### config.mk
export PLATFORM = sky130hd
export DESIGN_NAME = com_seq_emitter
export DESIGN_NICKNAME = d
export VERILOG_FILES = /design/src/rtl/com_seq_emitter.sv
export SDC_FILE = /design/constraint.sdc
export NUM_CORES = 1
export LEC_CHECK = 0
export CAP_MARGIN = 20
export CELL_PAD_IN_SITES_DETAIL_PLACEMENT = 0
export CELL_PAD_IN_SITES_GLOBAL_PLACEMENT = 2
export CORE_ASPECT_RATIO = 1.1
export CORE_MARGIN = 2
export CORE_UTILIZATION = 24
export CTS_CLUSTER_DIAMETER = 100
export CTS_CLUSTER_SIZE = 14
export DETAILED_ROUTE_END_ITERATION = 8
export HOLD_SLACK_MARGIN = 0.06
export PLACE_DENSITY_LB_ADDON = 0.2
export SYNTH_ARGS = -nofsm -noshare
export SYNTH_HDL_FRONTEND = slang
export SYNTH_SLANG_ARGS = --single-unit
### constraint.sdc
create_clock -name clk -period 2.1 [get_ports clk]
set_input_delay 0.42 -clock clk [delete_from_list [all_inputs] [get_ports clk]]
set_output_delay 0.42 -clock clk [all_outputs]
set_load 0.01 [all_outputs]
### src/rtl/com_seq_emitter.sv
// com_seq_emitter
// Translates one JVM bytecode opcode per input handshake into its ARM
// instruction template. The template is streamed to the code buffer one
// 32-bit word per output beat. An opcode with no template, or with a length
// larger than MAX_SEQ, produces a single all-ones word flagged with out_err.
//
// Ports:
//   clk, rst_n            clock (rising edge), asynchronous active-low reset
//   in_valid/in_ready     opcode handshake, opcode on in_op
//   out_valid/out_ready   instruction handshake, word on out_data
//   out_last              final word of the current sequence
//   out_err               word belongs to an undefined opcode
//   busy                  a sequence is in flight
//   wr_*                  table write port (only with COM_ROM_WRITE_EN)
//
// Build option: define COM_ROM_WRITE_EN to make the table writable at run
// time. Without it, the table is fixed case logic.
module com_seq_emitter #(
  parameter int OP_W    = 3,
  parameter int INSTR_W = 32,
  parameter int MAX_SEQ = 4,
  parameter int LEN_W   = $clog2(MAX_SEQ + 1)
) (
  input  logic               clk,
  input  logic               rst_n,
  input  logic               in_valid,
  output logic               in_ready,
  input  logic [OP_W-1:0]    in_op,
  output logic               out_valid,
  input  logic               out_ready,
  output logic [INSTR_W-1:0] out_data,
  output logic               out_last,
  output logic               out_err,
  output logic               busy
`ifdef COM_ROM_WRITE_EN
  ,
  input  logic               wr_en,
  input  logic [OP_W-1:0]    wr_op,
  input  logic [((MAX_SEQ > 1) ? $clog2(MAX_SEQ) : 1)-1:0] wr_idx,
  input  logic [INSTR_W-1:0] wr_data,
  input  logic               wr_len_en,
  input  logic [LEN_W-1:0]   wr_len
`endif
);

  localparam int IDX_W = (MAX_SEQ > 1) ? $clog2(MAX_SEQ) : 1;
  localparam int N_OPS = 1 << OP_W;

  typedef enum logic {S_IDLE, S_EMIT} state_t;

  // Built-in templates: IADD, ISUB, NOP.
  function automatic logic [INSTR_W-1:0] def_word(input logic [OP_W-1:0] op,
                                                  input logic [IDX_W-1:0] idx);
    logic [INSTR_W-1:0] w;
    w = '0;
    if (op == OP_W'(0) || op == OP_W'(1)) begin
      case (idx)
        IDX_W'(0): w = INSTR_W'(32'hE83D0003);
        IDX_W'(1): w = (op == OP_W'(0)) ? INSTR_W'(32'hE0800001)
                                        : INSTR_W'(32'hE0400001);
        IDX_W'(2): w = INSTR_W'(32'hE9AD0001);
        default:   w = '0;
      endcase
    end else if (op == OP_W'(2) && idx == '0) begin
      w = INSTR_W'(32'hE1A00000);
    end
    return w;
  endfunction

  function automatic logic [LEN_W-1:0] def_len(input logic [OP_W-1:0] op);
    logic [LEN_W-1:0] l;
    case (op)
      OP_W'(0), OP_W'(1): l = LEN_W'(3);
      OP_W'(2):           l = LEN_W'(1);
      default:            l = '0;
    endcase
    return l;
  endfunction

  state_t               r_state;
  state_t               w_state_next;
  logic [OP_W-1:0]      r_op;
  logic [IDX_W-1:0]     r_idx;
  logic [LEN_W-1:0]     r_len;
  logic                 r_out_valid;
  logic [INSTR_W-1:0]   r_out_data;
  logic                 r_out_last;
  logic                 r_out_err;

  logic [OP_W-1:0]      w_rd_op;
  logic [IDX_W-1:0]     w_rd_idx;
  logic [IDX_W-1:0]     w_idx_nxt;
  logic [INSTR_W-1:0]   w_rd_word;
  logic [LEN_W-1:0]     w_len_in;
  logic                 w_in_undef;
  logic                 w_next_last;
  logic                 w_accept;
  logic                 w_fire;

  // One table read port: word 0 of the offered opcode while idle, the
  // following word of the latched opcode while emitting.
  assign w_idx_nxt = r_idx + IDX_W'(1);
  assign w_rd_op   = (r_state == S_IDLE) ? in_op : r_op;
  assign w_rd_idx  = (r_state == S_IDLE) ? '0 : w_idx_nxt;

`ifdef COM_ROM_WRITE_EN
  logic [INSTR_W-1:0] r_mem     [N_OPS * (1 << IDX_W)];
  logic [LEN_W-1:0]   r_len_tab [N_OPS];

  always_ff @(posedge clk or negedge rst_n) begin
    if (!rst_n) begin
      for (int i = 0; i < N_OPS * (1 << IDX_W); i++) begin
        r_mem[i] <= def_word(i[OP_W+IDX_W-1:IDX_W], i[IDX_W-1:0]);
      end
      for (int i = 0; i < N_OPS; i++) begin
        r_len_tab[i] <= def_len(i[OP_W-1:0]);
      end
    end else begin
      if (wr_en) begin
        r_mem[{wr_op, wr_idx}] <= wr_data;
      end
      if (wr_len_en) begin
        r_len_tab[wr_op] <= wr_len;
      end
    end
  end

  assign w_rd_word = r_mem[{w_rd_op, w_rd_idx}];
  assign w_len_in  = r_len_tab[in_op];
`else
  assign w_rd_word = def_word(w_rd_op, w_rd_idx);
  assign w_len_in  = def_len(in_op);
`endif

  assign w_in_undef  = (w_len_in == '0) || (w_len_in > LEN_W'(MAX_SEQ));
  // Length is latched at accept, so the last-word test uses the length the
  // sequence started with.
  assign w_next_last = (LEN_W'(w_idx_nxt) == (r_len - LEN_W'(1)));
  assign w_accept    = in_ready && in_valid;
  assign w_fire      = r_out_valid && out_ready;

  // State register
  always_ff @(posedge clk or negedge rst_n) begin
    if (!rst_n) begin
      r_state <= S_IDLE;
    end else begin
      r_state <= w_state_next;
    end
  end

  // Next-state logic
  always_comb begin
    w_state_next = r_state;
    case (r_state)
      S_IDLE:  if (in_valid) w_state_next = S_EMIT;
      S_EMIT:  if (w_fire && r_out_last) w_state_next = S_IDLE;
      default: w_state_next = S_IDLE;
    endcase
  end

  // Output logic
  always_comb begin
    in_ready = (r_state == S_IDLE);
    busy     = (r_state == S_EMIT);
  end

  // Output word register and sequence position
  always_ff @(posedge clk or negedge rst_n) begin
    if (!rst_n) begin
      r_op        <= '0;
      r_idx       <= '0;
      r_len       <= '0;
      r_out_valid <= 1'b0;
      r_out_data  <= '0;
      r_out_last  <= 1'b0;
      r_out_err   <= 1'b0;
    end else if (w_accept) begin
      r_op        <= in_op;
      r_idx       <= '0;
      r_len       <= w_len_in;
      r_out_valid <= 1'b1;
      if (w_in_undef) begin
        r_out_data <= '1;
        r_out_last <= 1'b1;
        r_out_err  <= 1'b1;
      end else begin
        r_out_data <= w_rd_word;
        r_out_last <= (w_len_in == LEN_W'(1));
        r_out_err  <= 1'b0;
      end
    end else if (r_state == S_EMIT && w_fire) begin
      if (r_out_last) begin
        r_out_valid <= 1'b0;
      end else begin
        r_idx      <= w_idx_nxt;
        r_out_data <= w_rd_word;
        r_out_last <= w_next_last;
      end
    end
  end

  assign out_valid = r_out_valid;
  assign out_data  = r_out_data;
  assign out_last  = r_out_last;
  assign out_err   = r_out_err;

endmodule

* Word level (Yosys, flattened, before mapping)
Cells that the tools add are included.
** Storage, ports and cells
- Logic and storage cells :: 62
- Bits in registers :: 44
** Cells by class
- Equality and inequality tests :: 9
- Muxes and demuxes :: 25
- Add/sub/neg operators :: 2
- Bitwise logic cells :: 1
- Order comparisons :: 1
- Reduce and logical (&&, ||, !) cells :: 16
** Operators with widths (count)
- 32-bit 2-to-1 mux :: 6
- 32-bit case mux with 3 select lines :: 1
- 24-bit 2-to-1 mux :: 1
- 1-bit 2-to-1 mux :: 10
- 3-bit by 1-bit == test with 1-bit output, second input constant :: 3
- 3-bit logical NOT :: 3
- 2-bit 2-to-1 mux :: 4
- 3-bit by 2-bit == test with 1-bit output, second input constant :: 2
- 1-bit logical AND :: 5
- 2-bit case mux with 2 select lines :: 1
- 2-bit AND reduction :: 2
- 2-bit nonzero test :: 2
- 2-bit by 3-bit == test with 1-bit output :: 1
- 3-bit > comparator, second input constant :: 1
- 3-bit 2-to-1 mux :: 1
- 3-bit by 1-bit subtractor with 3-bit output, second input constant :: 1
- 2-bit by 1-bit adder with 2-bit output, second input constant :: 1
- 2-bit by 1-bit == test with 1-bit output, second input constant :: 1
- 2-bit == test, second input constant :: 1
- 2-bit logical NOT :: 1
- 1-bit logical OR :: 2
- 2-bit by 1-bit != test with 1-bit output, second input constant :: 1
- 1-bit case mux with 2 select lines :: 1
- 2-bit OR reduction :: 1
- 1-bit NOT :: 1

* Depth between registers and ports, before layout
- Depth in word-level cells :: 9
- Gate-level depth with buffers :: 7

* Worst setup path after synthesis
No wires, ideal clock.
- Path type :: reg2reg
- Start :: reg r_len[0]
- End :: reg r_out_last, in the netlist out_last
- Required time :: 2.034 ns
- Setup slack :: 0.583 ns
- Data arrival time :: 1.451 ns
- Cell stages (with the launch flop) :: 7
- Library setup time :: 0.066 ns
- Path buffers :: 0
- Cells stage by stage :: dfrtp_1 -> inv_1 -> ha_1 -> xnor2_1 -> or3_1 -> a211oi_1 -> o31a_1
** Between the ends
- Cells in the longest elaborated chain, start to end :: 5
** RTL lines
- from (decl) :: RTL line 84 : logic [LEN_W-1:0] r_len;
- from (signal assigned) :: RTL line 180 : r_len <= w_len_in;
- 3-bit by 1-bit subtractor with 3-bit output :: RTL line 138 : assign w_next_last = (LEN_W'(w_idx_nxt) == (r_len - LEN_W'(1)));
- 2-bit by 3-bit == test with 1-bit output :: RTL line 138
- 1-bit 2-to-1 mux :: RTL line 192 : if (r_out_last) begin
- 1-bit 2-to-1 mux :: RTL line 191 : end else if (r_state == S_EMIT && w_fire) begin
- 1-bit 2-to-1 mux :: RTL line 177 : end else if (w_accept) begin
- to (signal assigned) :: RTL line 188 : r_out_last <= (w_len_in == LEN_W'(1));
- to (signal assigned) :: RTL line 197 : r_out_last <= w_next_last;
- to (decl) :: RTL line 87 : logic r_out_last;
Every way passes these cells. The select of a mux whose other input is x is not followed.
A chain may end at the register's enable or synchronous reset.

==> flow_summary.ini <==
[run_status]
status = complete, no violations

[floorplan]
initial_core_util_pct = 24.6
die_h_microns = 76.0
dieArea_sq_um = 5270
io_pins = 44
core_area_sq_um = 4590
placementRows = 26
die_x_microns = 69.4

[timing]
finClkSkew_ps = 2.36
finalCritPeriodShare_pct = 92.6
worstMarginPinSlew_ps = 463
tns_ps = 0
rsz0062_at_grt = no
finalHoldViolations = 0
slew_viol_final = 0
clock.fmax_ghz = 0.514
fin_crit_ps = 1940
setup_violations = 0
relSlewSlack_pct = 69.2

[yosys]
synth_ff_type = dfrtp_1
avgSynthCellArea_sq_um = 9.26
yosys.area.top_type = dfrtp_1
synthMuxAreaShare_pct = 0
yosys.cell_types.count = 32
synth_top_family_by_area = buffers and inverters
yosysWarnings = 0
synth-simple-area-share_pct = 18.1
synth_enable_flop_cells = 0
synthTopCellsByCount = buf_4 (25), dfrtp_1 (20), nor2_1 (13)
async_reset_ff_share_pct = 100
synth-seq-cells = 20
synth-compound-area-share_pct = 16.1
netlist_area_sq_um = 1130
syn-num-nets = 130
synthCells = 122
synth.yosys.seq_area_share_pct = 44.3
synth_top_area_share_pct = 44.3
yosys-top-cells-area = dfrtp_1 (44%), buf_4 (17%), nor2_1 (4.3%), nand2_1 (4.0%), a21oi_1 (2.7%)
synth_fa_ha_area_share_pct = 1.11
synth_most_common_cell = buf_4
synthXorXnorAreaFrac_pct = 0.775

[routing]
num_vias = 869
wire_per_inst_microns = 12.3
ant_nets = 0
drcViolationCount = 0
wl_mm = 2.49
viasPerCell = 4.30
detail_route.iter0.violations = 9
first_pass_iters = 4

[clock_network]
cts_resized = 0
postCtsSetupBuffers = 0
cts_max_level = 1
clockRootBuffer = clkbuf_8
numCtsBuffers = 3
clkTransAtPathRegs_ps = 70
cts_hold_buf = 0
clockBufferDepth = 2
clkSinkCount = 20
cts_tree = built
clock_latency_ps = 250

[grt]
antenna_found_initial = 0
grt_util_met3_pct = 1.73
met1_usage_pct = 11.3
grt.overflow.total = 0
grt_max_degree = 21
global_route.usage.met2_pct = 17.2
busiest_layer = met2
first_global_vias = 869
grtUsageTotal_pct = 9.60
grt_pass1_wl_mm = 4.11

[setup_path]
path_buf_inv = 1
cpPeakStageDelay_ps = 640
required_ps = 1680
start_kind = register
path_cells = clkdlybuf4s50_1
crit_slowest_cell = clkdlybuf4s50_1
critPathKind = register to output pin
worst-path-max-fanout = 19
arrival_ps = 1520
worstSetupEndpointType = output pin
path_delay_family = buffers and inverters

[worst_hold_path]
hold_class = register to register

[finish]
multi_input_area_sq_um = 407
area_growth_pct = 33.8
area.sequential_sq_um = 500
finalNetCount = 155
num_antenna_cells = 0
nFillCells = 483
utilization_pct = 33.0
drive_gt1_share_pct = 6.85

[placement]
globalplace.congestion = 0.691
place_hpwl_mm = 1.98
io_buffers = 43

[power_and_ir_drop]
leakage_uw = 0.000643
p_per_area_nw_per_um2 = 1620
ir_worst_vdd_mv = 0.381

[job]
maxCapViolCount = 0
kinds of logic after synthesis:
kind of cell,after synthesis
buf+inv,32
xor+xnor,1
fa+ha+maj,1
compound gates,27
simple gates,41
flops,20
layout make-up:
cell class	count	area share [%]
tap	56	4.64
clock buffer	4	3.64
inverter	5	1.24
sequential	20	33.1
timing repair buffer	47	30.5
multi-input combinational	70	26.9
cell usage in the layout (no fill, tap or decap), drive strengths merged, types with 2 or more instances in the layout:
| master | n |
|---|---|
| nor2b | 2 |
| o21ai | 4 |
| a21oi | 6 |
| buf | 4 |
| nand3b | 2 |
| clkbuf | 4 |
| a31oi | 2 |
| a21o | 4 |
| a211oi | 2 |
| nand2b | 2 |
| nand2 | 12 |
| inv | 5 |
| o21a | 3 |
| dfrtp | 20 |
| nand3 | 3 |
| clkdlybuf4s50 | 43 |
| nor2 | 13 |
report_power, final:
group          total, uW  internal [uW]  switching, uW  leakage, uW
combinational       1390            830            561     0.000376
sequential           771            568            203     0.000238
clock                289            167            122    0.0000288
path summary, 6_finish.rpt:
check	start	endpoint	slack [ps]	cells after the start
hold / removal	out_err$_DFFE_PN0P_	out_err$_DFFE_PN0P_	480	1
max in group asynchronous	rst_n	out_data[24]$_DFFE_PN0P_	1380	2
setup reg to reg	r_len[0]$_DFFE_PN0P_	out_last$_DFFE_PN0P_	430	6
setup / recovery	out_data[28]$_DFFE_PN0P_	out_data[17]	160	1
min in group asynchronous	rst_n	out_last$_DFFE_PN0P_	500	2
hold reg to reg	out_err$_DFFE_PN0P_	out_err$_DFFE_PN0P_	480	1
state kept, by name, indices dropped and copies added (netlist names):
name       count
r_len          2
out_err        1
out_last       1
busy           1
out_data       9
r_op           3
out_valid      1
r_idx          2
stage by stage:
stage	worst slack [ps]	instance area [sq um]	instances	total power, uW	hold slack [ps]
2_1_floorplan	583	1130	122	1670	124
3_3_place_gp	228	1460	198	2180	462
3_5_place_dp	173	1460	198	2200	475
4_1_cts	100	1510	202	2510	493
5_1_grt	0.166	1510	202	2640	529
6_report	156	1510	202	2450	483
per-layer routing:
| metal | wire length [microns] | part of all wire [%] |
|---|---|---|
| met1 | 1120 | 45 |
| met2 | 1260 | 50 |
| met3 | 88 | 3.5 |
| met4 | 22 | 0.88 |
| met5 | 0 | 0 |
Power figures use the tool's default switching activity.
